## src/rtl/ray_sequencer.sv

```systemverilog
// Frame controller: walks ray_col over NUM_RAYS columns, hands each to the feeder (valid/ready), waits on proc_done or watchdog.
// Start-to-FEED latency 1 cycle; FEED holds indefinitely while feed_ready is low; one-cycle DONE per frame.
module ray_sequencer #(
  parameter int NUM_RAYS   = 320,
  parameter int COL_W      = 9,
  parameter int TIMEOUT    = 256,
  parameter int TMO_W      = 9,
  parameter int CONTINUOUS = 0
) (
  input  logic             clk,
  input  logic             reset,
  input  logic             start,
  input  logic             abort,
  output logic             feed_valid,
  input  logic             feed_ready,
  output logic [COL_W-1:0] ray_col,
  input  logic             proc_done,
  output logic             ray_timeout,
  output logic             frame_done,
  output logic             busy,
  output logic [1:0]       state,
  output logic [15:0]      frame_cnt
);

  localparam logic [1:0] IDLE    = 2'b00;
  localparam logic [1:0] FEED    = 2'b01;
  localparam logic [1:0] PROCESS = 2'b10;
  localparam logic [1:0] DONE    = 2'b11;

  localparam logic [COL_W-1:0] LAST_COL = COL_W'(NUM_RAYS - 1);
  localparam logic [TMO_W-1:0] TMO_LAST = TMO_W'(TIMEOUT - 1);

  logic             start_d;
  logic             start_pulse;
  logic [TMO_W-1:0] watchdog;
  logic             expired;

  assign start_pulse = start & ~start_d;
  assign expired     = (watchdog == TMO_LAST);

  assign feed_valid = (state == FEED);
  assign frame_done = (state == DONE);
  assign busy       = (state != IDLE);

  always_ff @(posedge clk) begin
    if (reset) begin
      state       <= IDLE;
      ray_col     <= '0;
      watchdog    <= '0;
      frame_cnt   <= '0;
      ray_timeout <= 1'b0;
      // Track start through reset so a level held across reset is not seen as a new edge.
      start_d     <= start;
    end else begin
      start_d     <= start;
      ray_timeout <= 1'b0;
      if (abort) begin
        state   <= IDLE;
        ray_col <= '0;
      end else begin
        case (state)
          IDLE: begin
            if (start_pulse) begin
              state   <= FEED;
              ray_col <= '0;
            end
          end
          FEED: begin
            if (feed_ready) begin
              state    <= PROCESS;
              watchdog <= '0;
            end
          end
          PROCESS: begin
            watchdog <= watchdog + TMO_W'(1);
            // proc_done takes precedence over a coincident watchdog expiry.
            if (proc_done || expired) begin
              ray_timeout <= ~proc_done;
              if (ray_col == LAST_COL) begin
                state     <= DONE;
                frame_cnt <= frame_cnt + 16'd1;
              end else begin
                state   <= FEED;
                ray_col <= ray_col + COL_W'(1);
              end
            end
          end
          DONE: begin
            if (CONTINUOUS != 0) begin
              state   <= FEED;
              ray_col <= '0;
            end else begin
              state <= IDLE;
            end
          end
          default: state <= IDLE;
        endcase
      end
    end
  end

endmodule

```

## config.mk

```make
export PLATFORM = sky130hd
export DESIGN_NAME = ray_sequencer
export DESIGN_NICKNAME = d
export VERILOG_FILES = /design/src/rtl/ray_sequencer.sv
export SDC_FILE = /design/constraint.sdc
export NUM_CORES = 1
export LEC_CHECK = 0
export ABC_CLOCK_PERIOD_IN_PS = 2900
export BUFFER_PORTS_ARGS = -buffer_cell sky130_fd_sc_hd__buf_2
export CORE_AREA = 2 2 62 64
export CTS_BUF_LIST = sky130_fd_sc_hd__clkbuf_8
export DETAILED_ROUTE_END_ITERATION = 6
export DIE_AREA = 0 0 64 66
export PLACE_DENSITY = 0.8
export SLEW_MARGIN = 15
export SYNTH_ARGS = -nofsm -noshare
export SYNTH_HDL_FRONTEND = slang
export SYNTH_SLANG_ARGS = --single-unit
```

## constraint.sdc

```tcl
create_clock -name clk -period 2.9 [get_ports clk]
set_input_delay 0.29 -clock clk [delete_from_list [all_inputs] [get_ports clk]]
set_output_delay 0.29 -clock clk [all_outputs]
set_load 0.05 [all_outputs]
```

==> results of run 1 <==
-- how the worst min path moves through the flow --
stage	start	endpoint	slack, ns	cells after the start
after floorplan	start	start_d$_DFF_P_	0.32	0
after global placement	start	start_d$_DFF_P_	0.41	1
after detailed placement	start	start_d$_DFF_P_	0.41	1
after CTS	start	start_d$_DFF_P_	0.11	1
after global routing	start	start_d$_DFF_P_	0.11	1
final	start	start_d$_DFF_P_	0.11	1
-- logic make-up after synthesis --
group,Yosys count
AOI/OAI and AO/OA,64
xor gates and xnor gates,8
adders and majority gates,8
buffers and inverters,23
DFF,38
muxes,2
and+or+nand+nor,87
-- cell usage in the layout, fill, tap and decap left out, types with 2 or more instances in the layout --
cell and instances:
a211o_1 2, a211oi_1 4, a21o_1 2, a21oi_1 22, a311oi_1 3, buf_2 36
clkbuf_8 5, dfxtp_1 38, ha_1 8, inv_1 12, nand2_1 10, nand2b_1 2
nand3_1 11, nand4_1 5, nor2_1 18, nor2b_1 3, nor3_1 3, nor3b_1 3
nor4_1 5, nor4b_1 3, o21ai_0 13, o221a_2 2, o31ai_1 11, or3_1 3
or4_1 13, xnor2_1 8
-- state kept, by name (all words and copies together) (netlist names) --
name         count
watchdog         9
start_d          1
ray_timeout      1
ray_col          9
frame_cnt       16
state            2
-- routing by layer --
metal  vias up  part of all wire, %
li1        925                    -
met5         -                    0
met1       892                   44
met3        10                  6.6
met4         0                  2.0
met2        71                   47
-- through the flow --
step / total power [mW] / utilization, % / hold slack (ns)
floorplan: 0.5808 / - / 0.3177
global placement: 0.5947 / 60.89 / 0.4094
detailed placement: 0.5953 / 60.89 / 0.4127
CTS: 1.026 / 63.88 / 0.1076
global route: 1.051 / 63.88 / 0.1075
finish: 1.024 / 63.88 / 0.1063
-- power by group through the flow --
stage	clock network (mW)	logic [mW]	registers (mW)
detailed placement	0	0.0564	0.539
floorplan	0	0.0391	0.542
global route	0.461	0.0629	0.527
CTS	0.442	0.0580	0.527
global placement	0	0.0561	0.539
finish	0.439	0.0584	0.527
-- area by class of cell --
type	instances	share of cell area [%]
repair buffers	37	8.274
flip-flops and latches	38	33.54
clock buffers	5	3.034
clock inverters	3	1.655
multi-input cells	169	49.20
inverters	10	1.655
well taps	48	2.648
-- worst register-to-register path, cell delays in order, from the launching register on --
cell and delay (ns):
dfxtp_1 0.37, ha_1 0.20, nand3_1 0.08, nor2_1 0.09, ha_1 0.20, o21ba_2 0.17
nand4_1 0.42, or4_1 0.64, a21oi_1 0.15
==> flow_metrics.tcl, run 1 <==
set metrics [dict create \
    tns_ns 0 \
    r2r_slack_ns 0.53 \
    end_kind "flop" \
    start_util_pct 55.57 \
    startpoint "watchdog[0]$_SDFFE_PP0P_" \
    grt_busiest_layer "met2" \
    num-nets-final 275 \
    worstReg2RegStart "watchdog[0]$_SDFFE_PP0P_" \
    cp_num_cells 8 \
    power.density_nw_per_um2 451.4 \
    hold_viol 0 \
    worstSetupStartpointType "flop" \
    yosysMostFrequentCell "dfxtp_1" \
    leakage_nw 0.8170 \
    synth-edff-count 0 \
    synth_warnings 0 \
    cts_resized 0 \
    dp_hpwl_mm 3.120 \
    grt_antenna_before_repair 0 \
    power_frac_seq_pct 51.5 \
    r2r_cells 8 \
    synth_top_family_by_area "simple AND/OR/NAND/NOR gates" \
    ys_types 42 \
    drive_gt1_share_pct 19.85 \
    worst_pin_slew_ns 0.6053 \
    period_share_pct 81.59 \
    cp.arrival_ns 2.61 \
    crit_fanout 13 \
    p_sw_share_pct 22.69 \
    use_met3_pct 4.940 \
    ys_top_cells_by_area "dfxtp_1 (39%), a21oi_1 (5.6%), ha_1 (5.1%)" \
    grt_pass1_wl_mm 7.486 \
    slew_headroom_pct 59.08 \
    clkLatencyLatePin_ns 0.30 \
    fin_crit_ns 2.366 \
    intPower_mw 0.7917 \
    die_w_um 64 \
    die-area_sq_um 4224 \
    synthMuxAreaShare_pct 1.078 \
    grt_setup_unrepaired "false" \
    grt_pass1_vias 1700 \
    drt_iter0_drc 187 \
    crit_end "frame_cnt[9]$_SDFFE_PP0P_" \
    route.detailed.drc 0 \
    synth_common_cells "dfxtp_1 (38), a21oi_1 (22), nor2_1 (18), o21ai_0 (13), or4_1 (13)" \
    fin_area_sq_um 2268 \
    cp_common_cell "ha_1" \
    timing.final.ws_setup_ns 0.5339 \
    setup_violations 0 \
    crit_type "reg -> reg" \
    cts-buffers-inserted 5 \
    postCtsSetupRepairBufs 0 \
    fmax_mhz 422.6 \
    gp_congestion 0.8170 \
    ys_seq_elements 38 \
    io_buffers 36 \
    slowest_stage "or4_1" \
    critPathMaxStageDelay_ns 0.64 \
    pre_cts_slack_ns 0.5639 \
    cts_buffer_depth 2 \
    net-switching-power_mw 0.2323 \
    crit_required_ns 3.14 \
    synth_cells 230 \
    syn_to_final_growth_pct 14.97 \
    ant_nets 0 \
    grt_max_degree 21 \
    core_area_sq_um 3551 \
    nFillCells 316 \
    yosys.area_share.simple_pct 25.94 \
    ir_worst_vdd_mv 0.3470 \
    synth_area_sq_um 1973 \
    ys.flop_type "dfxtp_1" \
    die-height_um 66 \
    skew_ns 0.009849 \
    via_per_inst 6.123 \
    htreeDepth 2 \
    dr.pass1.iters 5 \
    ff_latch_area_sq_um 760.7 \
    crit_family "simple AND/OR/NAND/NOR gates" \
    synth_top_area_share_pct 38.55 \
    overflow 0 \
    met2_usage_pct 36.72 \
    synth-xor-area-share_pct 3.551 \
    r2r-end "frame_cnt[9]$_SDFFE_PP0P_" \
    crit_buf_inv 0 \
    synthAdderAreaFrac_pct 5.073 \
    hold_class "in -> reg" \
    clk_pin_slew_ns 0.08 \
    drv_cap 0 \
    io_pins 37 \
    synth_top_cell_by_area "dfxtp_1" \
    antenna_cells 0 \
    rows 22 \
    dpl-instance-area_sq_um 2162 \
    dpl.cell_count 302 \
    synth_async_sr_flop_share_pct 0 \
    synth_fp_nets 244 \
    p_clk_share_pct 42.8 \
    met1_usage_pct 28.07 \
    totalWireLength_mm 4.470 \
    fin_cells 310 \
    combPwrFrac_pct 5.7 \
    wl_per_cell_um 14.42 \
    ctsHoldBuffers 0 \
    drv_slew 0 \
    cts_tree "done" \
    multi_input_area_sq_um 1116 \
    cts-root-buf "clkbuf_8" \
    syn_area_per_cell_sq_um 8.579 \
    grt_usage_pct 22.56 \
    ys_seq_area_share_pct 38.55 \
    crit_path_cell_trace "ha_1 > nand3_1 > nor2_1 > ha_1 > o21ba_2 > nand4_1 > or4_1 > a21oi_1" \
    status "completed" \
    num_vias 1898 \
    clkSinkCount 38 \
    synth-compound-area-share_pct 20.93 \
]
Note: power is estimated with default switching activity, not from simulation.
==> inputs of run 2 (changes only) <==
ABC_CLOCK_PERIOD_IN_PS = 2380   (was 2900)
clock period = 2.38 ns   (was 2.9 ns; I/O delays follow)
==> flow_metrics.tcl, run 2 (synthesized netlist as in run 1, its figures left out) <==
set metrics [dict create \
    crit_path_cell_trace "ha_1 > nand3_2 > or4_1 > or4_1 > a21oi_1" \
    hold_depth 1 \
    critPathMaxStageDelay_ns 0.76 \
    io_pins 37 \
    hold_end "start_d$_DFF_P_" \
    power.density_nw_per_um2 504.7 \
    grt_max_degree 21 \
    tns_ns 0 \
    antenna_cells 0 \
    drv_cap 0 \
    crit_required_ns 2.60 \
    core_area_sq_um 3551 \
    clkSinkCount 38 \
    power.total_mw 1.163 \
    fin_crit_ns 2.212 \
    rows 22 \
    grt_usage_pct 22.38 \
    fin_area_sq_um 2303 \
    ant_nets 0 \
    start_util_pct 55.57 \
    crit_type "reg -> reg" \
    fmax_mhz 452.0 \
    ctsHoldBuffers 0 \
    r2r-end "frame_cnt[14]$_SDFFE_PP0P_" \
    nFillCells 309 \
    clkLatencyLatePin_ns 0.29 \
    largestRegisters "frame_cnt (16), ray_col (9), watchdog (9)" \
    intPower_mw 0.8905 \
    regMostFlops "frame_cnt" \
    cts-buffers-inserted 5 \
    drt_iter0_drc 95 \
    cts_tree "done" \
    hp-start "start" \
    crit_buf_inv 0 \
    cts_resized 0 \
    r2r_cells 5 \
    htreeDepth 2 \
    net-switching-power_mw 0.2721 \
    die_w_um 64 \
    slew_headroom_pct 56.84 \
    leakage_nw 0.8370 \
    grt_antenna_before_repair 0 \
    route.detailed.drc 0 \
    p_sw_share_pct 23.40 \
    die-area_sq_um 4224 \
    io_buffers 36 \
    wl_per_cell_um 13.48 \
    hold_class "in -> reg" \
    postCtsSetupRepairBufs 0 \
    dpl-instance-area_sq_um 2212 \
    grt_setup_unrepaired "false" \
    num-nets-final 281 \
    cts-root-buf "clkbuf_8" \
    hold_viol 0 \
    num_vias 1846 \
    worstSetupStartpointType "flop" \
    ir_worst_vdd_mv 0.3227 \
    period_share_pct 92.96 \
    setup_violations 0 \
    skew_ns 0.007519 \
    via_per_inst 5.842 \
    end_kind "flop" \
    drive_gt1_share_pct 23.13 \
    r2r_slack_ns 0.17 \
    overflow 0 \
    p_clk_share_pct 38.7 \
    worstReg2RegStart "ray_col[0]$_SDFFE_PP0P_" \
    cp.arrival_ns 2.44 \
    mostFrequentLayoutCells "dfxtp_1 (36), buf_2 (36), a21oi_1 (22), nor2_1 (18)" \
    worst_pin_slew_ns 0.6461 \
    drv_slew 0 \
    combPwrFrac_pct 6.1 \
    crit_family "simple AND/OR/NAND/NOR gates" \
    grt_pass1_vias 1608 \
    largest_register_ffs 16 \
    hold_ws_ns 0.05449 \
    dr.pass1.iters 4 \
    crit_fanout 17 \
    die-height_um 66 \
    gp_congestion 0.9327 \
    status "completed" \
    slowest_stage "or4_1" \
    grt_pass1_wl_mm 7.286 \
    utilization_pct 64.87 \
    cp_common_cell "or4_1" \
    clk_pin_slew_ns 0.07 \
    cts_buffer_depth 2 \
    totalWireLength_mm 4.260 \
    syn_to_final_growth_pct 16.74 \
    power_frac_seq_pct 55.2 \
    dp_hpwl_mm 3.030 \
]
run 2: stage by stage:
step           instances  setup WS, ns
2_1_floorplan        230       0.01454
3_3_place_gp         308        0.2321
3_5_place_dp         308        0.1828
4_1_cts              316        0.1657
5_1_grt              316       0.02589
6_report             316        0.1675
run 2: per-layer routing:
metal	wire, um	share of wire, %	vias to the layer above	global-route usage [%]
met5	0	0	-	0
met4	82	1.9	0	9.783
met3	268	6.3	8	7.836
met2	1904	45	42	33.46
met1	2005	47	853	29.07
li1	-	-	943	-
run 2: how the worst max path moves through the flow:
stage,from,end,cells after the start
after global routing,ray_col[0]$_SDFFE_PP0P_,frame_cnt[12]$_SDFFE_PP0P_,5
after global placement,ray_col[0]$_SDFFE_PP0P_,frame_cnt[15]$_SDFFE_PP0P_,5
final,ray_col[0]$_SDFFE_PP0P_,frame_cnt[14]$_SDFFE_PP0P_,5
after detailed placement,ray_col[0]$_SDFFE_PP0P_,frame_cnt[15]$_SDFFE_PP0P_,5
after CTS,ray_col[0]$_SDFFE_PP0P_,frame_cnt[15]$_SDFFE_PP0P_,5
after floorplan,state[0]$_SDFFE_PP0P_,watchdog[8]$_SDFFE_PP0P_,7
run 2: cell type report:
| type | count | area (sq um) | area share (%) |
|---|---|---|---|
| tap | 48 | 60.06 | 2.607 |
| timing repair buffer | 43 | 232.7 | 10.10 |
| sequential | 38 | 763.2 | 33.13 |
| clock buffer | 6 | 82.58 | 3.585 |
| multi-input combinational | 169 | 1119 | 48.56 |
| clock inverter | 2 | 8.758 | 0.3802 |
| inverter | 10 | 37.54 | 1.630 |
run 2: power by group through the flow:
stage               Sequential [mW]  Combinational, mW  Clock (mW)
finish                        0.642             0.0704       0.450
global placement              0.657             0.0701           0
CTS                           0.642             0.0704       0.461
detailed placement            0.657             0.0701           0
floorplan                     0.660             0.0480           0
global route                  0.642             0.0781       0.491
